### src/rtl/sram_pkg.sv
// sram_pkg: default geometry of sram_256x8 and the clear-sweep state type.
// The state type exists only when SRAM_CLEAR_ON_RESET_EN is defined.
package sram_pkg;
  localparam int ADDR_W = 8;
  localparam int DATA_W = 8;
`ifdef SRAM_CLEAR_ON_RESET_EN
  typedef enum logic {CLEAR, READY} state_t;
`endif
endpackage

### src/rtl/sram_array.sv
// sram_array: single-port storage array with a registered, read-first read port.
module sram_array #(
  parameter int AW = 8,
  parameter int DW = 8
) (
  input  logic          clk,
  input  logic          we,
  input  logic [AW-1:0] waddr,
  input  logic [DW-1:0] wdata,
  input  logic [AW-1:0] raddr,
  output logic [DW-1:0] rdata
);
  logic [DW-1:0] mem [0:2**AW-1];
  logic [DW-1:0] rdata_q;
  always_ff @(posedge clk) begin
    if (we) mem[waddr] <= wdata;
    rdata_q <= mem[raddr];
  end
  assign rdata = rdata_q;
endmodule

### src/rtl/sram_256x8.sv
// sram_256x8: chip-selected synchronous RAM with registered, reset-cleared read data.
// Define SRAM_CLEAR_ON_RESET_EN to add a post-reset zeroing sweep and a busy output.
import sram_pkg::*;

module sram_256x8 #(
  parameter int ADDR_W = sram_pkg::ADDR_W,
  parameter int DATA_W = sram_pkg::DATA_W
) (
  input  logic              clk,
  input  logic              rst_n,
  input  logic              cs,
  input  logic              wr,
  input  logic              rd,
  input  logic [ADDR_W-1:0] addr,
  input  logic [DATA_W-1:0] din,
`ifdef SRAM_CLEAR_ON_RESET_EN
  output logic              busy,
`endif
  output logic [DATA_W-1:0] dout
);
  logic              we, clr, rd_v_d, rd_v_q;
  logic [ADDR_W-1:0] waddr, clr_addr;
  logic [DATA_W-1:0] wdata, rdata, hold_d, hold_q;
`ifdef SRAM_CLEAR_ON_RESET_EN
  state_t            state_d, state_q;
  logic [ADDR_W-1:0] cnt_d, cnt_q;
  logic              busy_q;
  always_comb begin
    state_d = (state_q == CLEAR && &cnt_q) ? READY : state_q;
    cnt_d   = (state_q == CLEAR) ? cnt_q + 1'b1 : cnt_q;
  end
  always_ff @(posedge clk) begin
    if (!rst_n) begin
      state_q <= CLEAR;
      cnt_q   <= '0;
      busy_q  <= 1'b1;
    end else begin
      state_q <= state_d;
      cnt_q   <= cnt_d;
      busy_q  <= (state_d == CLEAR);
    end
  end
  assign busy     = busy_q;
  assign clr      = busy_q;
  assign clr_addr = cnt_q;
`else
  assign clr      = 1'b0;
  assign clr_addr = '0;
`endif
  // dout shows the array's fresh word right after a read, otherwise the last word read.
  always_comb begin
    we     = rst_n & (clr | (cs & wr));
    waddr  = clr ? clr_addr : addr;
    wdata  = clr ? '0 : din;
    rd_v_d = rst_n & ~clr & cs & rd;
    hold_d = rd_v_q ? rdata : hold_q;
  end
  always_ff @(posedge clk) begin
    if (!rst_n) begin
      rd_v_q <= 1'b0;
      hold_q <= '0;
    end else begin
      rd_v_q <= rd_v_d;
      hold_q <= hold_d;
    end
  end
  assign dout = rd_v_q ? rdata : hold_q;
  sram_array #(.AW(ADDR_W), .DW(DATA_W)) u_array (
    .clk  (clk),
    .we   (we),
    .waddr(waddr),
    .wdata(wdata),
    .raddr(addr),
    .rdata(rdata)
  );
endmodule

### config.mk
export PLATFORM = sky130hd
export DESIGN_NAME = sram_256x8
export DESIGN_NICKNAME = d
export VERILOG_FILES = /design/src/rtl/sram_pkg.sv /design/src/rtl/sram_array.sv /design/src/rtl/sram_256x8.sv
export SDC_FILE = /design/constraint.sdc
export NUM_CORES = 2
export LEC_CHECK = 0
export BUFFER_PORTS_ARGS = -buffer_cell sky130_fd_sc_hd__clkbuf_2
export CAP_MARGIN = 20
export CORE_MARGIN = 2
export CORE_UTILIZATION = 30
export CTS_BUF_LIST = sky130_fd_sc_hd__clkbuf_16
export CTS_CLUSTER_DIAMETER = 150
export DETAILED_ROUTE_END_ITERATION = 12
export PLACE_DENSITY = 0.51
export SLEW_MARGIN = 20
export SYNTH_ARGS = -nofsm -noshare
export SYNTH_HDL_FRONTEND = slang
export SYNTH_SLANG_ARGS = --single-unit
export TNS_END_PERCENT = 20
### constraint.sdc
create_clock -name clk -period 4.34 [get_ports clk]
set_input_delay 0.217 -clock clk [delete_from_list [all_inputs] [get_ports clk]]
set_output_delay 0.217 -clock clk [all_outputs]
set_load 0.02 [all_outputs]
==> out/metrics.cfg <==
[critical_path]
r2r_end = u_array.rdata[0]
r2r_start = u_array.mem[11][0]
worstPathRequired_ns = 5.02
r2r_slack_ns = 1.64
end_kind = flop
rr_worst_depth = 6
start_kind = primary input
critPathArrivalTime_ns = 3.79
crit_type = primary input to flop
path_max_fanout = 57

[pwr]
p_leak_uw = 0.0275
comb_power_share_pct = 4.5
switching_share_pct = 21.3
p_per_area_nw_per_um2 = 447
p_switching_uw = 8650
peakVddDrop_v = 0.000430
p_int_uw = 32000
p_total_uw = 40600
power.clock.fraction_pct = 41.4
sequentialPowerShare_pct = 54.1

[logic_synthesis]
ys_ff_latch = 2065
syn-num-nets = 3575
ys_seq_area_share_pct = 78.7
postSynthCellCount = 3554
netlist_area_um2 = 78600
yosysUniqueCellTypes = 22
ys_warn_count = 0
syn_area_per_cell_um2 = 22.1

[timing]
rsz0062_at_grt = false
min_period_over_period_pct = 71.7
fin_crit_ns = 3.11
setup_viol = 0
fmax_mhz = 321
finalSetupTns_ns = 0
timing.final.ws_setup_ns = 1.23
fin_skew_ns = 0.0334
worst_pin_slew_ns = 1.19
slew_headroom_pct = 19.5
fin_hold_ws_ns = 0.245
slew_viol_final = 0
finalHoldViolations = 0

[clock_network]
path_clk_slew_ns = 0.06
cts_buffers = 204
clk_latency_ns = 0.84
cts_resized = 0
tritoncts = yes
clock_sinks = 2065
cts_buffer_depth = 3
cts-root-buf = clkbuf_16
h-tree-depth = 4

[flow_run]
drv_cap = 0

[drt]
ant_nets = 0
drt_iter0_markers = 3939
viasPerCell = 4.99
finalWirelength_mm = 201
vias = 37200
drcViolationCount = 0
drtPass1Iterations = 5
wl_per_cell_um = 27.0

[die]
io_pins = 29
num_rows = 187
start_util_pct = 30.2
die_h_um = 516
fp.dieW_um = 516
core_um2 = 260000
fp.dieArea_um2 = 266000

[final_layout]
fin_nets = 3824
layout_common_cells = edfxtp_1, mux4_2, a22oi_1
final_common_cell = edfxtp_1
drive_above_1_share_pct = 27.1
area_growth_pct = 15.6
utilization_pct = 34.9

[hold_path]
hp-class = primary input to flop
min_path_cells = 4
worstHoldStart = addr[3]
min_to = u_array.mem[52][2]

[global_route]
grt_start_max_net_pins = 138
grt-ovfl-total = 0
grt_pass1_vias = 38300
grt_use_total_pct = 15.0
grt_pass1_wl_mm = 288
antenna_found_initial = 9

[place]
port_buffers = 28
place.gp.congestion = 0.784
place_ws_ns = 0.515
hpwl_mm = 121

[run_status]
status = finished clean

metrics by stage:
stage / area, um2 / instances
after global routing: 90900 / 7454
final: 90900 / 7457
after global placement: 84400 / 7078
after CTS: 90900 / 7452
after detailed placement: 84500 / 7079
after floorplan: 78600 / 3554
Yosys cell counts:
cell type,count,area [um2]
and3_1,3,18.8
nand2b_1,2,12.5
buf_6,7,78.8
clkbuf_1,147,552
dfxtp_1,17,340
nor2b_1,6,37.5
buf_2,41,205
a22oi_1,256,1920
a21oi_1,128,641
or2_2,1,6.26
and2_1,10,62.6
nor2_1,261,980
nand2_1,31,116
o41ai_1,32,280
nor3b_1,1,7.51
edfxtp_1,2048,61500
nand4_1,8,50.1
buf_4,11,82.6
buf_1,20,75.1
mux4_2,512,11500
nand3_1,4,20.0
mux2_2,8,90.1
kinds of logic after synthesis:
| logic type | Yosys count | synth area share [%] |
|---|---|---|
| multiplexers | 520 | 14.8 |
| buffers and inverters | 226 | 1.26 |
| AO/OA/AOI/OAI | 416 | 3.62 |
| flip-flops | 2065 | 78.7 |
| AND/OR/NAND/NOR | 327 | 1.67 |
worst max-delay path, cell delays in order:
cell     delay [ns]
buf_8          0.60
buf_12         0.32
buf_4          0.27
mux4_2         0.52
a22oi_1        0.31
a21oi_1        0.16
o41ai_1        1.07
nand4_1        0.18
power by group through the flow:
stage	logic, uW	registers (uW)	clock network [uW]
6_report	1830	22000	16800
3_5_place_dp	1860	22400	0
3_3_place_gp	1840	22400	0
5_1_grt	1960	22000	18000
4_1_cts	1870	22000	17200
2_1_floorplan	942	22400	0
final cells by class:
class,instances,area (um2)
clock buffer,207,5180
timing repair buffer,269,2500
clock inverter,153,1100
fill,24200,169000
multi-input combinational,1263,15900
tap,3496,4370
antenna,4,10.0
sequential,2065,61800
routing by layer:
metal  global-route usage (%)  up-vias  wire length (um)
li1                         -    15600                 -
met1                     21.1    20300             88000
met2                     24.4     1095             97500
met3                     2.85      231             12300
met4                     2.78        2              3330
met5                        0        -                13
how the worst max path moves through the flow:
stage,from,to
final,addr[0],u_array.rdata[5]
after floorplan,addr[0],u_array.mem[104][0]
after global routing,addr[0],u_array.rdata[1]
after global placement,addr[0],u_array.rdata[1]
after detailed placement,addr[0],u_array.rdata[1]
after CTS,addr[7],u_array.mem[248][4]
flip-flops by register name (all words and copies together), names as in the netlist:
register,count
hold_q,8
u_array.rdata,8
u_array.mem,2048
rd_v_q,1
repair_timing:
item,in CTS,in global routing
buffers inserted,0,0
hold buffers,13,0
endpoints found under the setup margin,0,0
endpoints found under the hold margin,590,0
No activity file was read; power rests on OpenSTA's default activity.
